$ cat src/rtl/context_switch_timer_pkg.sv
// Shared types and constants for the preemption timer (package galetron_ctx_pkg).
package galetron_ctx_pkg;

  localparam int              PC_WIDTH      = 12;
  localparam int              QUANTUM_WIDTH = 16;
  localparam logic [15:0]     RESET_QUANTUM = 16'd1000;
  // OS handler entry the PC vectors to on an exchange; the PC block owns the jump.
  localparam logic [11:0]     HANDLER_ADDR  = 12'd1083;

  typedef enum logic [1:0] {
    IDLE,
    COUNTING,
    KERNEL
  } ctx_state_e;

endpackage

$ cat src/rtl/quantum_down_counter.sv
// Loadable down-counter holding the remaining quantum; stops at zero.
module quantum_down_counter #(
  parameter int W = 16
) (
  input  logic         clk_i,
  input  logic         rst_i,
  input  logic         load_i,
  input  logic [W-1:0] load_val_i,
  input  logic         dec_i,
  output logic         zero_o
);

  logic [W-1:0] count_q, count_d;

  always_comb begin
    count_d = count_q;
    if (load_i)                    count_d = load_val_i;
    else if (dec_i && count_q != '0) count_d = count_q - 1'b1;
  end

  always_ff @(posedge clk_i) begin
    if (rst_i) count_q <= '0;
    else       count_q <= count_d;
  end

  assign zero_o = (count_q == '0);

endmodule

$ cat src/rtl/context_switch_timer.sv
// Instruction-quantum preemption controller feeding the PC's context-exchange jump.
// Optional preemption statistics counter enabled by CTX_PREEMPT_STATS_EN.
module context_switch_timer #(
  parameter int                          PC_WIDTH      = galetron_ctx_pkg::PC_WIDTH,
  parameter int                          QUANTUM_WIDTH = galetron_ctx_pkg::QUANTUM_WIDTH,
  parameter logic [QUANTUM_WIDTH-1:0]    RESET_QUANTUM = galetron_ctx_pkg::RESET_QUANTUM
) (
  input  logic                     clock,
  input  logic                     resetCPU,
  input  logic [PC_WIDTH-1:0]      programCounter,
  input  logic                     HLT,
  input  logic                     ctrl_transfer,
  input  logic                     cfg_write,
  input  logic                     cfg_enable,
  input  logic [QUANTUM_WIDTH-1:0] cfg_quantum,
  input  logic                     resume,
  output logic                     jump_context_exchange,
  output logic [PC_WIDTH-1:0]      saved_pc,
  output logic                     in_kernel,
  output logic [7:0]               preempt_count
);
  import galetron_ctx_pkg::*;

  ctx_state_e               state_q, state_d;
  logic                     enable_q;
  logic [QUANTUM_WIDTH-1:0] quantum_q;
  logic [PC_WIDTH-1:0]      saved_pc_q, saved_pc_d;
  logic                     in_kernel_q, in_kernel_d;
  logic                     ld, dec, rem_zero, fire;
  logic [QUANTUM_WIDTH-1:0] ld_val;
  logic                     eff_en;
  logic [QUANTUM_WIDTH-1:0] eff_q;

  // A config write coinciding with resume wins over the stored settings.
  assign eff_en = cfg_write ? cfg_enable  : enable_q;
  assign eff_q  = cfg_write ? cfg_quantum : quantum_q;

  always_comb begin
    state_d     = state_q;
    saved_pc_d  = saved_pc_q;
    in_kernel_d = in_kernel_q;
    ld          = 1'b0;
    ld_val      = quantum_q;
    dec         = 1'b0;
    fire        = 1'b0;
    case (state_q)
      IDLE: begin
        if (enable_q && quantum_q != '0) begin
          state_d = COUNTING;
          ld      = 1'b1;
        end
      end
      COUNTING: begin
        if (cfg_write) begin
          if (!cfg_enable || cfg_quantum == '0) state_d = IDLE;
          else begin
            ld     = 1'b1;
            ld_val = cfg_quantum;
          end
        end else if (rem_zero) begin
          // Halted or branching cycles defer the exchange so a taken jump is never lost.
          if (!HLT && !ctrl_transfer) begin
            fire        = 1'b1;
            state_d     = KERNEL;
            in_kernel_d = 1'b1;
            saved_pc_d  = programCounter + 1'b1;
          end
        end else begin
          dec = !HLT;
        end
      end
      KERNEL: begin
        if (resume) begin
          in_kernel_d = 1'b0;
          ld          = 1'b1;
          ld_val      = eff_q;
          state_d     = (eff_en && eff_q != '0) ? COUNTING : IDLE;
        end
      end
      default: state_d = IDLE;
    endcase
  end

  always_ff @(posedge clock) begin
    if (resetCPU) begin
      state_q     <= IDLE;
      enable_q    <= 1'b0;
      quantum_q   <= RESET_QUANTUM;
      saved_pc_q  <= '0;
      in_kernel_q <= 1'b0;
    end else begin
      state_q     <= state_d;
      saved_pc_q  <= saved_pc_d;
      in_kernel_q <= in_kernel_d;
      if (cfg_write) begin
        enable_q  <= cfg_enable;
        quantum_q <= cfg_quantum;
      end
    end
  end

  quantum_down_counter #(.W(QUANTUM_WIDTH)) u_rem (
    .clk_i      (clock),
    .rst_i      (resetCPU),
    .load_i     (ld),
    .load_val_i (ld_val),
    .dec_i      (dec),
    .zero_o     (rem_zero)
  );

  assign jump_context_exchange = fire && !resetCPU;
  assign saved_pc              = saved_pc_q;
  assign in_kernel             = in_kernel_q;

`ifdef CTX_PREEMPT_STATS_EN
  logic [7:0] preempt_count_q;
  always_ff @(posedge clock) begin
    if (resetCPU)                          preempt_count_q <= '0;
    else if (fire && preempt_count_q != 8'hFF) preempt_count_q <= preempt_count_q + 8'd1;
  end
  assign preempt_count = preempt_count_q;
`else
  assign preempt_count = '0;
`endif

endmodule

$ cat config.mk
export PLATFORM = sky130hd
export DESIGN_NAME = context_switch_timer
export DESIGN_NICKNAME = d
export VERILOG_FILES = /design/src/rtl/context_switch_timer_pkg.sv /design/src/rtl/quantum_down_counter.sv /design/src/rtl/context_switch_timer.sv
export SDC_FILE = /design/constraint.sdc
export NUM_CORES = 1
export LEC_CHECK = 0
export BUFFER_PORTS_ARGS = -buffer_cell sky130_fd_sc_hd__buf_2
export CAP_MARGIN = 30
export CORE_MARGIN = 1
export CORE_UTILIZATION = 45
export DETAILED_ROUTE_END_ITERATION = 12
export PLACE_DENSITY = 0.65
export SETUP_SLACK_MARGIN = 0.2
export SLEW_MARGIN = 0
export SYNTH_ARGS = -nofsm -noshare
export SYNTH_HDL_FRONTEND = slang
export SYNTH_SLANG_ARGS = --single-unit
$ cat constraint.sdc
create_clock -name clock -period 3 [get_ports clock]
set_input_delay 0.45 -clock clock [delete_from_list [all_inputs] [get_ports clock]]
set_output_delay 0.45 -clock clock [all_outputs]
set_load 0.01 [all_outputs]
# Word-level counts from Yosys, hierarchy flattened
# Index checks and enable logic that the tools add are counted.
# Widths: inputs -> output; s select.
totals:
  out_inout_bits: 22
  input_bits: 35
  elab_cells: 73
  reg_bits: 48
op_classes:
  mux: 33
  eq_ne: 10
  n_bitwise: 1
  n_addsub: 2
  n_reduce_logical: 21
ops:
  columns: ["op", "count"]
  rows:
  - ["$mux 16", 6]
  - ["$reduce_bool 16->1", 3]
  - ["$logic_not 16->1", 2]
  - ["$pmux 16 s2", 1]
  - ["$mux 1", 17]
  - ["$sub 16x1->16 const B", 1]
  - ["$add 12x1->12 const B", 1]
  - ["$mux 2", 6]
  - ["$ne 2x2->1 const B", 5]
  - ["$reduce_and 5->1", 2]
  - ["$ne 3x3->1 const B", 3]
  - ["$pmux 2 s3", 1]
  - ["$logic_and 1x1->1", 5]
  - ["$logic_not 1->1", 4]
  - ["$reduce_and 4->1", 1]
  - ["$reduce_bool 2->1", 2]
  - ["$pmux 1 s3", 1]
  - ["$eq 2x1->1 const B", 1]
  - ["$eq 2x2->1 const B", 1]
  - ["$logic_not 2->1", 1]
  - ["$pmux 1 s2", 1]
  - ["$logic_or 1x1->1", 1]
  - ["$not 1->1", 1]

# Logic depth before layout (Yosys ltp)
# Gate-level depths: netlist (run 1).
depth:
  word_depth: 7
  ltp_mapped: 9
  depth_no_buf: 7

# Cells and area by module
# Synthesis (run 1) repeated with hierarchy kept, for this count alone.
hier_totals:
  hier_cells: 316
  hier_area_um2: 2747.6
modules_own_cells:
  columns: ["module", "cells_per_inst", "instances", "area_per_inst_um2", "seq_area_each_um2"]
  rows:
  - ["context_switch_timer", 202, 1, 1803.0, 640.6]
  - ["quantum_down_counter", 114, 1, 944.7, 320.3]

# Least setup slack after synthesis (run 1)
# Ideal clock, no wire load.
synth_path:
  path_type: "reg-to-reg"
  start: "reg quantum_q[14]"
  end: "reg u_rem.count_q[12]"
  path_buffers: 1
  slack_ns: 0.810
  arrival_ns: 2.048
  synth_period_minus_slack_ns: 2.190
  setup_ns: 0.141
  stages_incl_launch_ff: 7
  required_ns: 2.859
  cell_sequence: "dfxtp_1 or4_1 o41a_1 a221o_2 nand2_1 buf_4 a211oi_2"
synth_via:
  elab_chain_cells: 5
  word_cells_on_any_way: 6
  classes_between: "mux: 3; reduce/logical: 3"
synth_rtl:
  columns: ["element", "line_no", "rtl"]
  rows:
  - ["start, declared", "context_switch_timer.sv:26", "logic [QUANTUM_WIDTH-1:0] quantum_q;"]
  - ["start signal, assigned", "context_switch_timer.sv:97", "quantum_q <= cfg_quantum;"]
  - ["$reduce_bool 16->1 *", "context_switch_timer.sv:48", "if (enable_q && quantum_q != '0) begin"]
  - ["$logic_and 1x1->1 *", "context_switch_timer.sv:48", null]
  - ["$mux 1 *", "context_switch_timer.sv:48", null]
  - ["$pmux 1 s3 *", "context_switch_timer.sv:46", "case (state_q)"]
  - ["$mux 16 or $reduce_bool 2->1 (tied branches)", null, null]
  - ["end signal, assigned", "quantum_down_counter.sv:23", "else count_q <= count_d;"]
  - ["end, declared", "quantum_down_counter.sv:13", "logic [W-1:0] count_q, count_d;"]
# Every way passes the cells marked *; elsewhere a longest branch is shown, timed or not.
# A chain may end at the register's enable or synchronous reset.

# Worst setup path after layout (run 1)
layout_path:
  start: "reg quantum_q[14]"
  end: "reg u_rem.count_q[10]"
# The elaborated chain is that of the path after synthesis.

==> results.sh, run 1 <==
export IMPL_yosysMostFrequentCell="dfxtp_1"
export IMPL_r2r_setup_slack_ns=0.50
export IMPL_syn_area_um2=2940
export IMPL_die_area_um2=6862
export IMPL_yosysSeqAreaShare=0.3268
export IMPL_drv_slew=0
export IMPL_worstSetupEndpointType="flip-flop"
export IMPL_rsz0062_at_grt="false"
export IMPL_required_ns=3.21
export IMPL_gr_usage_all_layers=0.2177
export IMPL_reg2reg_depth=6
export IMPL_die_h_um=82.84
export IMPL_dieWidth_um=82.84
export IMPL_initial_core_util=0.4657
export IMPL_min_period_ns=2.503
export IMPL_synth_seq_cells=48
export IMPL_syn_inst=340
export IMPL_ys_warn_count=0
export IMPL_cp_num_buf_inv=1
export IMPL_dp_hpwl_um=5605
export IMPL_vias=2779
export IMPL_whs_endpoint="saved_pc[0]"
export IMPL_portBuffers=48
export IMPL_setup_violations=0
export IMPL_slowest_stage="or4_1"
export IMPL_first_pass_iters=5
export IMPL_crit_path_start_kind="flip-flop"
export IMPL_grt_pass1_wl_um=12180
export IMPL_hold_class="input pin to flip-flop"
export IMPL_antenna_left=0
export IMPL_cts_sinks=48
export IMPL_synth_commonest_cells="48 x dfxtp_1, 34 x a211oi_1, 33 x nor2_1"
export IMPL_ioPinCount=57
export IMPL_drive_gt1_frac=0.1953
export IMPL_drv_cap=0
export IMPL_cts_root_buf="clkbuf_8"
export IMPL_timing_worst_setup_path_type="flip-flop to flip-flop"
export IMPL_rows=29
export IMPL_route_detailed_drc=0
export IMPL_insertion_delay_ns=0.31
export IMPL_antenna_cells=0
export IMPL_outcome="finished clean"
export IMPL_clockBufferDepth=2
export IMPL_cpPeakStageDelay_ns=0.59
export IMPL_cts_tree="yes"
export IMPL_p_leak_uw=0.001264
export IMPL_syn2layout_area_growth_pct=12.81
export IMPL_drt_initial_drc_count=213
export IMPL_globalplace_congestion=0.8204
export IMPL_reg2reg_to="u_rem.count_q[10]"
export IMPL_wl_per_cell_um=16.42
export IMPL_first_global_vias=2434
export IMPL_dp_slack_ns=0.2441
export IMPL_finalNetCount=425
export IMPL_path_clk_slew_ns=0.08
export IMPL_path_delay_family="compound AO/OA/AOI/OAI gates"
export IMPL_max_clock_freq_mhz=399.5
export IMPL_ir_worst_vdd_mv=0.3273
export IMPL_htreeDepth=2
export IMPL_cts_hold_buffers=0
export IMPL_fin_ws_ns=0.4971
export IMPL_whs_ns=0.3702
export IMPL_synthTopCellsByArea="dfxtp_1 33%, a211oi_1 8.7%, nor2_1 4.2%"
export IMPL_numCtsBuffers=5
export IMPL_fin_skew_ns=0.01164
export IMPL_synth_distinct_cells=55
export IMPL_antenna_found_initial=0
export IMPL_hold_violations=0
export IMPL_r2r_start="quantum_q[14]"
export IMPL_holdPathStages=2
export IMPL_worstMarginPinSlew_ns=0.7149
export IMPL_postSynthAreaPerCell_um2=8.648
export IMPL_synth_main_ff_cell="dfxtp_1"
export IMPL_hold_start="programCounter[0]"
export IMPL_path_cells="or4_1, o41a_1, a221oi_4, buf_4, a211oi_1, a221oi_2"
export IMPL_pwr_density_cell_nw_per_um2=640.8
export IMPL_grt_overflow=0
export IMPL_core_area_um2=6314
export IMPL_relSlewSlack=0.5198
export IMPL_grt_max_degree=50
export IMPL_wl_um=7571
export IMPL_final_setup_tns_ns=0
export IMPL_synth_edf_count=0
export IMPL_synth_top_area_frac=0.3268
export IMPL_async_flop_share=0
export IMPL_yosysTopAreaCell="dfxtp_1"
export IMPL_cp_max_fo=8
export IMPL_viasPerCell=6.028
export IMPL_arrival_ns=2.71
export IMPL_fin_crit_sh=0.8343
## per-layer routing
| metal | part of all wire | GRT usage |
|---|---|---|
| met1 | 0.49 | 0.3090 |
| met2 | 0.47 | 0.3465 |
| met3 | 0.038 | 0.02485 |
| met4 | 0.010 | 0.06583 |
| met5 | 0 | 0 |
## flip-flops by register name (all words and copies together) (netlist names)
signal,count
saved_pc,12
state_q,2
u_rem.count_q,16
quantum_q,16
in_kernel,1
enable_q,1
## metrics by stage
stage / utilization / std cells / total power [uW] / instance area [um^2]
floorplan: - / 347 / 1479 / 2967
global placement: 0.5101 / 453 / 1708 / 3221
detailed placement: 0.5101 / 453 / 1712 / 3221
CTS: 0.5244 / 461 / 2118 / 3311
global route: 0.5254 / 461 / 2257 / 3317
finish: 0.5254 / 461 / 2125 / 3317
## cell type report
type / instances / area [um^2]
clock buffers: 8 / 90.09
multi-input cells: 261 / 1821
inverters: 9 / 33.78
repair buffers: 58 / 315.3
fillers: 600 / 2997
well taps: 77 / 96.34
flip-flops and latches: 48 / 960.9
## layout by cell type (no fill, tap or decap), drive strengths merged, types with 7 or more instances in the layout
cell type / netlist / layout
xor2: 13 / 13
a221oi: 11 / 11
xnor2: 8 / 8
buf: 15 / 58
inv: 9 / 9
or4: 7 / 7
mux2i: 11 / 11
a211oi: 35 / 35
dfxtp: 48 / 48
nand2: 21 / 21
nor2: 33 / 33
clkbuf: 14 / 8
nand3: 13 / 13
conb: 1 / 8
ha: 7 / 7
nor3: 11 / 11
nor4: 10 / 10
## worst max-delay path by stage
stage          depth (start not counted)                     to             start
2_1_floorplan                          6      u_rem.count_q[12]     quantum_q[14]
3_3_place_gp                           7      u_rem.count_q[15]    cfg_quantum[6]
3_5_place_dp                           7       u_rem.count_q[7]    cfg_quantum[6]
4_1_cts                                7  jump_context_exchange  u_rem.count_q[0]
5_1_grt                                7  jump_context_exchange  u_rem.count_q[0]
6_report                               6      u_rem.count_q[10]     quantum_q[14]
## what timing repair did
item / CTS / global route
gates resized for setup: 0 / 1
endpoints found under the setup margin: 0 / 1
endpoints found under the hold margin: 0 / 0
buffers inserted: 0 / 0
## report_power, final
group / internal, uW / switching, uW / leakage [uW]
sequential: 723 / 97.0 / 0.000393
clock: 188 / 214 / 0.0000455
combinational: 372 / 531 / 0.000825
## worst reg2reg max path: stages (launching register included)
cell and delay [ns]:
dfxtp_1 0.34, or4_1 0.59, o41a_1 0.52, a221oi_4 0.36, buf_4 0.24, a211oi_1 0.07
a221oi_2 0.30
## logic make-up (layout without fill, tap and decap cells)
| logic type | Yosys count | in the layout | synth area share |
|---|---|---|---|
| buffers and inverters | 38 | 75 | 0.06511 |
| AOI/OAI and AO/OA | 89 | 89 | 0.2553 |
| adders and majority gates | 7 | 7 | 0.02979 |
| and+or+nand+nor | 125 | 125 | 0.2217 |
| DFF | 48 | 48 | 0.3268 |
| xor gates and xnor gates | 21 | 21 | 0.06255 |
| muxes | 11 | 11 | 0.03745 |
| other | 1 | 8 | 0.001275 |
(Power assumes the default switching activity.)
==> run 2: changes to the inputs <==
- clock period: 3 -> 2.5 ns (I/O delays scaled with it)
==> results.sh, run 2 (synthesized netlist as in run 1, its figures left out) <==
export IMPL_outcome="finished clean"
export IMPL_fin_skew_ns=0.01001
export IMPL_vias=2873
export IMPL_die_h_um=82.84
export IMPL_antenna_found_initial=0
export IMPL_grt_overflow=0
export IMPL_p_comb_frac=0.486
export IMPL_clock_power_share=0.160
export IMPL_cts_tree="yes"
export IMPL_drv_cap=0
export IMPL_fin_ws_ns=0.1031
export IMPL_fin_crit_sh=0.9587
export IMPL_portBuffers=48
export IMPL_antenna_left=0
export IMPL_power_frac_seq=0.354
export IMPL_first_global_vias=2665
export IMPL_holdPathStages=2
export IMPL_grt_max_degree=50
export IMPL_whs_ns=0.2916
export IMPL_finalNetCount=444
export IMPL_placed_area_um2=3311
export IMPL_dieWidth_um=82.84
export IMPL_viasPerCell=5.998
export IMPL_internal_power_uw=1678
export IMPL_relSlewSlack=0.4119
export IMPL_drv_slew=0
export IMPL_path_delay_family="compound AO/OA/AOI/OAI gates"
export IMPL_crit_path_start_kind="flip-flop"
export IMPL_cts_root_buf="clkbuf_8"
export IMPL_core_area_um2=6314
export IMPL_slowest_stage="or4_4"
export IMPL_cts_sinks=48
export IMPL_first_pass_iters=4
export IMPL_numCtsBuffers=5
export IMPL_ir_worst_vdd_mv=0.3960
export IMPL_whs_endpoint="saved_pc[0]"
export IMPL_reg2reg_depth=7
export IMPL_max_clock_freq_mhz=417.2
export IMPL_pwr_density_cell_nw_per_um2=777.9
export IMPL_route_detailed_drc=0
export IMPL_antenna_cells=0
export IMPL_syn2layout_area_growth_pct=22.77
export IMPL_routed_wl_met3_um=381
export IMPL_timing_worst_setup_path_type="flip-flop to flip-flop"
export IMPL_cpPeakStageDelay_ns=0.54
export IMPL_wl_met1_um=3886
export IMPL_worstMarginPinSlew_ns=0.8821
export IMPL_arrival_ns=2.61
export IMPL_cts_hold_buffers=0
export IMPL_hold_class="input pin to flip-flop"
export IMPL_die_area_um2=6862
export IMPL_globalplace_congestion=0.8306
export IMPL_insertion_delay_ns=0.30
export IMPL_ioPinCount=57
export IMPL_final_setup_tns_ns=0
export IMPL_drive_gt1_frac=0.2861
export IMPL_setup_violations=0
export IMPL_reg2reg_to="u_rem.count_q[10]"
export IMPL_min_period_ns=2.397
export IMPL_power_switching_uw=1130
export IMPL_dp_hpwl_um=5657
export IMPL_met2_length_um=3757
export IMPL_dp_slack_ns=0.04147
export IMPL_final_common_cell="buf_2"
export IMPL_htreeDepth=2
export IMPL_initial_core_util=0.4657
export IMPL_cp_max_fo=6
export IMPL_rows=29
export IMPL_r2r_start="quantum_q[10]"
export IMPL_r2r_setup_slack_ns=0.10
export IMPL_path_clk_slew_ns=0.09
export IMPL_top_layer="met4"
export IMPL_wl_per_cell_um=16.87
export IMPL_hold_violations=0
export IMPL_worstSetupEndpointType="flip-flop"
export IMPL_p_sw_frac=0.4023
export IMPL_grt_pass1_wl_um=13150
export IMPL_fin_area_um2=3610
export IMPL_gr_usage_all_layers=0.2300
export IMPL_clockBufferDepth=2
export IMPL_final_cell_mix="49 x buf_2, 45 x dfxtp_1, 33 x nor2_1"
export IMPL_hold_start="programCounter[0]"
export IMPL_drt_initial_drc_count=181
export IMPL_required_ns=2.71
export IMPL_path_cells="or4_4, o41a_1, a221oi_4, buf_12, buf_8, a211oi_4, a221oi_2"
export IMPL_p_leak_uw=0.001401
export IMPL_rsz0062_at_grt="true"
export IMPL_cp_num_buf_inv=2
export IMPL_wl_um=8083
## run 2: changes by cell type in the layout (fill, tap and decap cells not counted), sizes merged
cell | before | now
buf | 58 | 77
clkbuf | 8 | 6
clkinv | 0 | 1
## run 2: cell type report
type,count,area [um^2]
Fill cell,600,2704
Multi-Input combinational cell,261,1943
Sequential cell,48,964.7
Timing Repair Buffer,77,494.2
Tap cell,77,96.34
Clock buffer,6,72.57
Inverter,9,33.78
Clock inverter,1,5.005
## run 2: worst register-to-register path, stage by stage, from the launching register on
cell and delay, ns:
dfxtp_2 0.34, or4_4 0.54, o41a_1 0.52, a221oi_4 0.29, buf_12 0.16, buf_8 0.12, a211oi_4 0.04, a221oi_2 0.31
## run 2: power groups by stage
| stage | combinational (uW) | clock [uW] | sequential (uW) |
|---|---|---|---|
| 2_1_floorplan | 813 | 0 | 961 |
| 3_3_place_gp | 1130 | 0 | 991 |
| 3_5_place_dp | 1140 | 0 | 995 |
| 4_1_cts | 1240 | 458 | 978 |
| 5_1_grt | 1470 | 499 | 1020 |
| 6_report | 1360 | 450 | 995 |
## run 2: timing repair
action                     in CTS  in global routing
buffers inserted                4                  2
setup endpoints to repair      14                 32
pin swaps                       9                  9
gates resized for setup        13                 22
gates cloned                    0                  1
## run 2: through the flow
stage / total power, uW / util / std cells
after floorplan: 1774 / - / 347
after global placement: 2121 / 0.5244 / 465
after detailed placement: 2131 / 0.5244 / 465
after CTS: 2675 / 0.5525 / 476
after global routing: 2984 / 0.5717 / 479
final: 2808 / 0.5717 / 479
## run 2: metal layers
metal / vias up / track usage
li1: 1405 / -
met1: 1379 / 0.3379
met2: 83 / 0.3644
met3: 6 / 0.03082
met4: 0 / 0.03762
met5: - / 0
## run 2: worst max-delay path by stage
stage                            endpoint  cells after the start        startpoint  slack (ns)
finish                  u_rem.count_q[10]                      7     quantum_q[10]        0.10
global route            u_rem.count_q[13]                      7     quantum_q[10]        0.02
CTS                 jump_context_exchange                      6  u_rem.count_q[0]        0.13
detailed placement       u_rem.count_q[9]                      8    cfg_quantum[6]        0.04
global placement         u_rem.count_q[8]                      8    cfg_quantum[6]        0.03
floorplan               u_rem.count_q[12]                      6     quantum_q[14]        0.31
